## src/rtl/fishing_pkg.sv

```systemverilog
// fishing_pkg: shared states, playfield limits and per-lane constants for the fishing game.
package fishing_pkg;
  typedef enum logic [2:0] {S_IDLE, S_CAST, S_HOOKED, S_SCORE, S_GAMEOVER} state_e;
  localparam logic [9:0] X_MIN = 10'd312;
  localparam logic [9:0] X_MAX = 10'd798;
  localparam logic [9:0] Y_SURFACE = 10'd155;
  localparam logic [9:0] Y_BOTTOM = 10'd514;
  localparam logic [9:0] STEP = 10'd2;
  localparam logic [9:0] FISH_STEP = 10'd2;
  localparam logic [9:0] RPOS_INIT = 10'd450;
  localparam logic [10:0] GAME_TICKS = 11'd1800;
  // lane0 is the deepest lane; index 0 sits in the least significant slot
  localparam logic [3:0][9:0] LANE_LO = {10'd197, 10'd285, 10'd372, 10'd460};
  localparam logic [3:0][9:0] LANE_HI = {10'd203, 10'd295, 10'd388, 10'd480};
  localparam logic [3:0][9:0] LANE_W = {10'd10, 10'd20, 10'd40, 10'd60};
  localparam logic [3:0][3:0] LANE_PTS = {4'd8, 4'd4, 4'd2, 4'd1};
  function automatic logic [7:0] sat_add(input logic [7:0] a, input logic [3:0] b);
    logic [8:0] s;
    s = {1'b0, a} + {5'b0, b};
    return s[8] ? 8'hff : s[7:0];
  endfunction
endpackage

```

## src/rtl/fishing_game_ctrl_catch_detect.sv

```systemverilog
// catch_detect: flags a line tip touching an active fish, lowest lane wins.
module catch_detect
  import fishing_pkg::*;
(
  input  logic [9:0] rpos_i,
  input  logic [9:0] ypos_i,
  input  logic [9:0] fpos_i,
  input  logic [3:0] fish_active_i,
  output logic       hit_o,
  output logic [1:0] lane_o
);
  logic [3:0] m;
  for (genvar i = 0; i < 4; i++) begin : g_lane
    assign m[i] = fish_active_i[i] && ypos_i >= LANE_LO[i] && ypos_i <= LANE_HI[i] &&
                  fpos_i <= rpos_i && rpos_i <= fpos_i + LANE_W[i];
  end
  assign hit_o = |m;
  assign lane_o = m[0] ? 2'd0 : m[1] ? 2'd1 : m[2] ? 2'd2 : m[3] ? 2'd3 : 2'd0;
endmodule

```

## src/rtl/fishing_game_ctrl.sv

```systemverilog
// fishing_game_ctrl: frame-tick game sequencer owning rod, line, fish, score and timer state.
module fishing_game_ctrl
  import fishing_pkg::*;
(
  input  logic        clk,
  input  logic        rst_n,
  input  logic        tick_i,
  input  logic        up_i,
  input  logic        down_i,
  input  logic        left_i,
  input  logic        right_i,
  input  logic        start_i,
  output logic [9:0]  rpos_o,
  output logic [9:0]  ypos_o,
  output logic [9:0]  fpos_o,
  output logic [3:0]  fish_active_o,
  output logic        hooked_o,
  output logic [1:0]  hooked_lane_o,
  output logic [7:0]  score_o,
  output logic [10:0] time_left_o,
  output logic        game_over_o
);
  state_e      state_q;
  logic [9:0]  rpos_q, ypos_q, fpos_q;
  logic [3:0]  fish_q;
  logic        hooked_q, go_q, start_q;
  logic [1:0]  lane_q;
  logic [7:0]  score_q;
  logic [10:0] time_q;
  logic [9:0]  rpos_d, ypos_d, yreel_d, fstep;
  logic        hit, wrap, start_rise;
  logic [1:0]  lane;

  catch_detect u_catch (
    .rpos_i(rpos_q), .ypos_i(ypos_q), .fpos_i(fpos_q), .fish_active_i(fish_q),
    .hit_o(hit), .lane_o(lane)
  );

  assign start_rise = start_i & ~start_q;
  assign fstep = fpos_q - FISH_STEP;
  assign wrap = fstep <= X_MIN;
  // a blocked higher-priority button still swallows the move for this tick
  assign rpos_d = right_i ? (rpos_q + STEP <= X_MAX ? rpos_q + STEP : rpos_q) :
                  left_i  ? (rpos_q >= X_MIN + STEP ? rpos_q - STEP : rpos_q) : rpos_q;
  assign ypos_d = (right_i | left_i) ? ypos_q :
                  up_i   ? (ypos_q >= Y_SURFACE + STEP ? ypos_q - STEP : ypos_q) :
                  down_i ? (ypos_q + STEP <= Y_BOTTOM ? ypos_q + STEP : ypos_q) : ypos_q;
  assign yreel_d = up_i ? (ypos_q >= Y_SURFACE + STEP ? ypos_q - STEP : Y_SURFACE) : ypos_q;

  always_ff @(posedge clk or negedge rst_n) begin
    if (!rst_n) begin
      state_q  <= S_IDLE;
      rpos_q   <= RPOS_INIT;
      ypos_q   <= Y_SURFACE;
      fpos_q   <= X_MAX;
      fish_q   <= 4'b1111;
      hooked_q <= 1'b0;
      lane_q   <= 2'd0;
      score_q  <= 8'd0;
      time_q   <= 11'd0;
      go_q     <= 1'b0;
      start_q  <= 1'b0;
    end else if (tick_i) begin
      start_q <= start_i;
      case (state_q)
        S_IDLE: if (start_rise) begin
          state_q <= S_CAST;
          time_q  <= GAME_TICKS;
          score_q <= 8'd0;
          fish_q  <= 4'b1111;
          fpos_q  <= X_MAX;
          rpos_q  <= RPOS_INIT;
          ypos_q  <= Y_SURFACE;
        end
        S_CAST: if (time_q == 11'd0) begin
          state_q <= S_GAMEOVER;
          go_q    <= 1'b1;
        end else if (hit) begin
          state_q      <= S_HOOKED;
          hooked_q     <= 1'b1;
          lane_q       <= lane;
          fish_q[lane] <= 1'b0;
        end else begin
          time_q <= time_q - 11'd1;
          rpos_q <= rpos_d;
          ypos_q <= ypos_d;
          fpos_q <= wrap ? X_MAX : fstep;
          if (wrap) fish_q <= 4'b1111;
        end
        S_HOOKED: if (time_q == 11'd0) begin
          state_q  <= S_GAMEOVER;
          go_q     <= 1'b1;
          hooked_q <= 1'b0;
        end else begin
          time_q <= time_q - 11'd1;
          ypos_q <= yreel_d;
          if (ypos_q == Y_SURFACE) state_q <= S_SCORE;
        end
        S_SCORE: begin
          score_q  <= sat_add(score_q, LANE_PTS[lane_q]);
          hooked_q <= 1'b0;
          state_q  <= S_CAST;
        end
        S_GAMEOVER: if (start_rise) begin
          state_q <= S_IDLE;
          go_q    <= 1'b0;
        end
        default: state_q <= S_IDLE;
      endcase
    end
  end

  assign rpos_o        = rpos_q;
  assign ypos_o        = ypos_q;
  assign fpos_o        = fpos_q;
  assign fish_active_o = fish_q;
  assign hooked_o      = hooked_q;
  assign hooked_lane_o = lane_q;
  assign score_o       = score_q;
  assign time_left_o   = time_q;
  assign game_over_o   = go_q;
endmodule

```

## config.mk

```make
export PLATFORM = sky130hd
export DESIGN_NAME = fishing_game_ctrl
export DESIGN_NICKNAME = d
export VERILOG_FILES = /design/src/rtl/fishing_pkg.sv /design/src/rtl/fishing_game_ctrl_catch_detect.sv /design/src/rtl/fishing_game_ctrl.sv
export SDC_FILE = /design/constraint.sdc
export NUM_CORES = 1
export LEC_CHECK = 0
export ABC_AREA = 1
export CAP_MARGIN = 25
export CORE_ASPECT_RATIO = 1.1
export CORE_MARGIN = 2
export CORE_UTILIZATION = 59
export DETAILED_ROUTE_END_ITERATION = 10
export PLACE_DENSITY = 0.9
export SYNTH_ARGS = -nofsm -noshare
export SYNTH_HDL_FRONTEND = slang
export SYNTH_SLANG_ARGS = --single-unit
```

## constraint.sdc

```tcl
create_clock -name clk -period 3.6 [get_ports clk]
set_clock_uncertainty 0.05 [all_clocks]
set_input_delay 0.72 -clock clk [delete_from_list [all_inputs] [get_ports clk]]
set_output_delay 0.72 -clock clk [all_outputs]
set_load 0.02 [all_outputs]
```

==> impl_metrics.env <==
export IMPL_fmax_mhz=295
export IMPL_netlist_top_cells_count="269 x nand2_1, 102 x inv_1, 87 x nor2_1"
export IMPL_rows=38
export IMPL_cp_num_buf_inv=2
export IMPL_start_util_pct=61.2
export IMPL_r2r_setup_slack_ns=0.21
export IMPL_antenna_cells=0
export IMPL_io_buffer_count=62
export IMPL_slew_headroom_pct=59.1
export IMPL_post_dp_cell_area_um2=6800
export IMPL_htree_levels=3
export IMPL_synthCells=916
export IMPL_clock_sinks=59
export IMPL_die_h_um=111
export IMPL_cp_slowest_cell="dfstp_2"
export IMPL_drv_cap=0
export IMPL_synth_top_area_share_pct=16.5
export IMPL_firstDrtPassIters=6
export IMPL_grt_met3_usage_pct=5.30
export IMPL_antenna_left=0
export IMPL_clkTransAtPathRegs_ns=0.08
export IMPL_stdcell_area_um2=7100
export IMPL_power_total_w=0.00629
export IMPL_hold_violations=0
export IMPL_setup_slack_ns=0.211
export IMPL_yosysMostFrequentCell="nand2_1"
export IMPL_async_flop_share_pct=100
export IMPL_worstPathRequired_ns=3.84
export IMPL_path_cells="ha_1 -> a21o_1 -> nand2_1 -> xor2_1 -> ha_1 -> nand2_1 -> nor2_1 -> nand3b_1 -> nand3_1 -> nand2_1 -> nand3_1 -> nand2_1 -> inv_2 -> nand2_4 -> nand2_4 -> buf_4 -> nand4_1 -> nand2_1"
export IMPL_cts_path_max_buffers=2
export IMPL_use_met2_pct=44.3
export IMPL_wl_per_cell_um=14.8
export IMPL_period_needed_ns=3.39
export IMPL_grt_pass1_vias=5753
export IMPL_drt_total_wl_mm=16.3
export IMPL_cp_arrival_ns=3.63
export IMPL_pin_count=65
export IMPL_drcViolationCount=0
export IMPL_antenna_found_initial=0
export IMPL_dp_hpwl_mm=12.2
export IMPL_rr_startpoint="fpos_o[1]$_DFFE_PN1P_"
export IMPL_synth_avg_cell_area_um2=6.68
export IMPL_p_leak_nw=3.60
export IMPL_worst_setup_path_end_kind="flip-flop"
export IMPL_cp_common_cell="nand2_1"
export IMPL_cpLargestDelayFamily="simple AND/OR/NAND/NOR gates"
export IMPL_rsz0062_at_grt="false"
export IMPL_path_max_fanout=13
export IMPL_hold_class="in -> async"
export IMPL_grt_use_met1_pct=42.8
export IMPL_hold_buffers=0
export IMPL_post_route_util_pct=71.1
export IMPL_crit_type="reg -> reg"
export IMPL_synth_distinct_cells=46
export IMPL_setup_viol=0
export IMPL_cts_tree="yes"
export IMPL_viasPerCell=5.77
export IMPL_place_congestion=0.983
export IMPL_tightest_slew_ns=0.614
export IMPL_crit_start="fpos_o[1]$_DFFE_PN1P_"
export IMPL_synth_area_leaders="nand2_1 17%, dfrtp_1 16%, ha_1 13%"
export IMPL_synth_top_area_cell="nand2_1"
export IMPL_grt_use_total_pct=29.4
export IMPL_start_kind="flip-flop"
export IMPL_root_buffer="clkbuf_8"
export IMPL_fin_crit_sh_pct=94.1
export IMPL_outcome="completed"
export IMPL_synth_area_um2=6110
export IMPL_cts_made_buffers=9
export IMPL_finalSetupTns_ns=0
export IMPL_synth_seq_cells=59
export IMPL_drt_iter0_drc=547
export IMPL_design_die_area_um2=11200
export IMPL_grt_pass1_wl_mm=27.1
export IMPL_synth_warning_count=0
export IMPL_synth_edf_count=0
export IMPL_max_stage_delay_ns=0.63
export IMPL_synth_main_ff_cell="dfrtp_1"
export IMPL_nets=1048
export IMPL_num_vias=6356
export IMPL_maxSlewViolCount=0
export IMPL_yosysSeqAreaShare_pct=24.5
export IMPL_insertion_delay_ns=0.36
export IMPL_dp_slack_ns=0.117
export IMPL_powerDensity_nw_per_um2=887
export IMPL_fp_coreArea_um2=9980
export IMPL_syn_to_final_growth_pct=16.1
export IMPL_drive_gt1_share_pct=8.66
export IMPL_grt_max_degree=33
export IMPL_grt_ovfl_total=0
export IMPL_irDropWorstVdd_v=0.000542
export IMPL_grt_busiest_layer="met2"
export IMPL_die_x_um=101
## registers in the layout, indices dropped and copies added, names as in the netlist
signal and flops:
score_o 8, fish_active_o 4, hooked_lane_o 2, state_q 3
fpos_o 9, rpos_o 9, game_over_o 1, hooked_o 1
time_left_o 11, ypos_o 10, start_q 1
## layer usage
metal	part of all wire, %	vias to the layer above	wire [µm]
met5	0	-	0
met4	2.0	0	318
met3	9.1	35	1480
met2	45	313	7280
met1	44	2918	7190
li1	-	3090	-
## cell usage in the layout, fill, tap and decap left out, types with 3 or more instances in the layout
cell               n
o21ai_0           34
a21o_1             5
buf_4             11
nand2_4            3
ha_1              63
nor2_1            87
nand3b_1           5
clkbuf_8           9
xor2_1            47
dfrtp_1           40
xnor2_1            4
nand2_1          269
o21ai_1           19
bufinv_16          4
nand3_1           65
inv_1            102
clkinv_1           3
nor2_2             8
dfstp_2           19
nor3_1             5
inv_2             10
or2_2              5
a21oi_1           29
clkdlybuf4s50_1   61
nand4_1           34
o22ai_1            4
o211ai_1           3
## cell type report
type / count / area (µm²)
Multi-Input combinational cell: 718 / 4050
Fill cell: 810 / 2890
Sequential cell: 59 / 1500
Timing Repair Buffer: 73 / 698
Inverter: 115 / 432
Tap cell: 120 / 150
Clock inverter: 7 / 139
Clock buffer: 9 / 124
## where the power goes
group	switching, W	total [W]	internal, W
registers	0.000451	0.00142	0.000967
logic	0.00254	0.00405	0.00151
clock network	0.000292	0.000822	0.000530
total	0.00329	0.00629	0.00300
## timing repair
| item | 4_1_cts | 5_1_grt |
|---|---|---|
| endpoints found under the setup margin | 0 | 42 |
| resized for setup | 0 | 4 |
| buffers inserted | 0 | 2 |
## path summary, 6_finish.rpt
| kind | depth (start not counted) | end |
|---|---|---|
| worst min register to register | 2 | fish_active_o[1]$_DFFE_PN1P_ |
| max in group asynchronous | 2 | rpos_o[1]$_DFFE_PN1P_ |
| min in group clk | 2 | fish_active_o[1]$_DFFE_PN1P_ |
| worst max register to register | 18 | ypos_o[3]$_DFFE_PN1P_ |
| worst min-delay path | 1 | fpos_o[6]$_DFFE_PN0P_ |
| worst max-delay path | 18 | ypos_o[3]$_DFFE_PN1P_ |
## metrics by stage
stage | cells | hold slack, ns
floorplan | 917 | 0.374
global placement | 1083 | 0.431
detailed placement | 1083 | 0.438
CTS | 1099 | 0.347
global route | 1101 | 0.377
finish | 1101 | 0.320
## logic make-up after synthesis
logic type               count (synthesis)  synth area share, %
AO/OA/AOI/OAI                          107                 9.84
XOR/XNOR                                51                 7.30
adder cells (fa/ha/maj)                 64                 13.2
buffers and inverters                  140                 9.60
flip-flops                              59                 24.5
other                                    1               0.0613
AND/OR/NAND/NOR                        494                 35.4
## worst register-to-register path, delay by kind of cell (launching register included)
family,cells,cell delay (ns)
adders and majority gates,2,0.56
xor gates and xnor gates,1,0.15
and+or+nand+nor,12,1.39
DFF,1,0.63
AOI/OAI and AO/OA,1,0.22
buffers and inverters,2,0.34
Note: power is estimated with default switching activity, not from simulation.
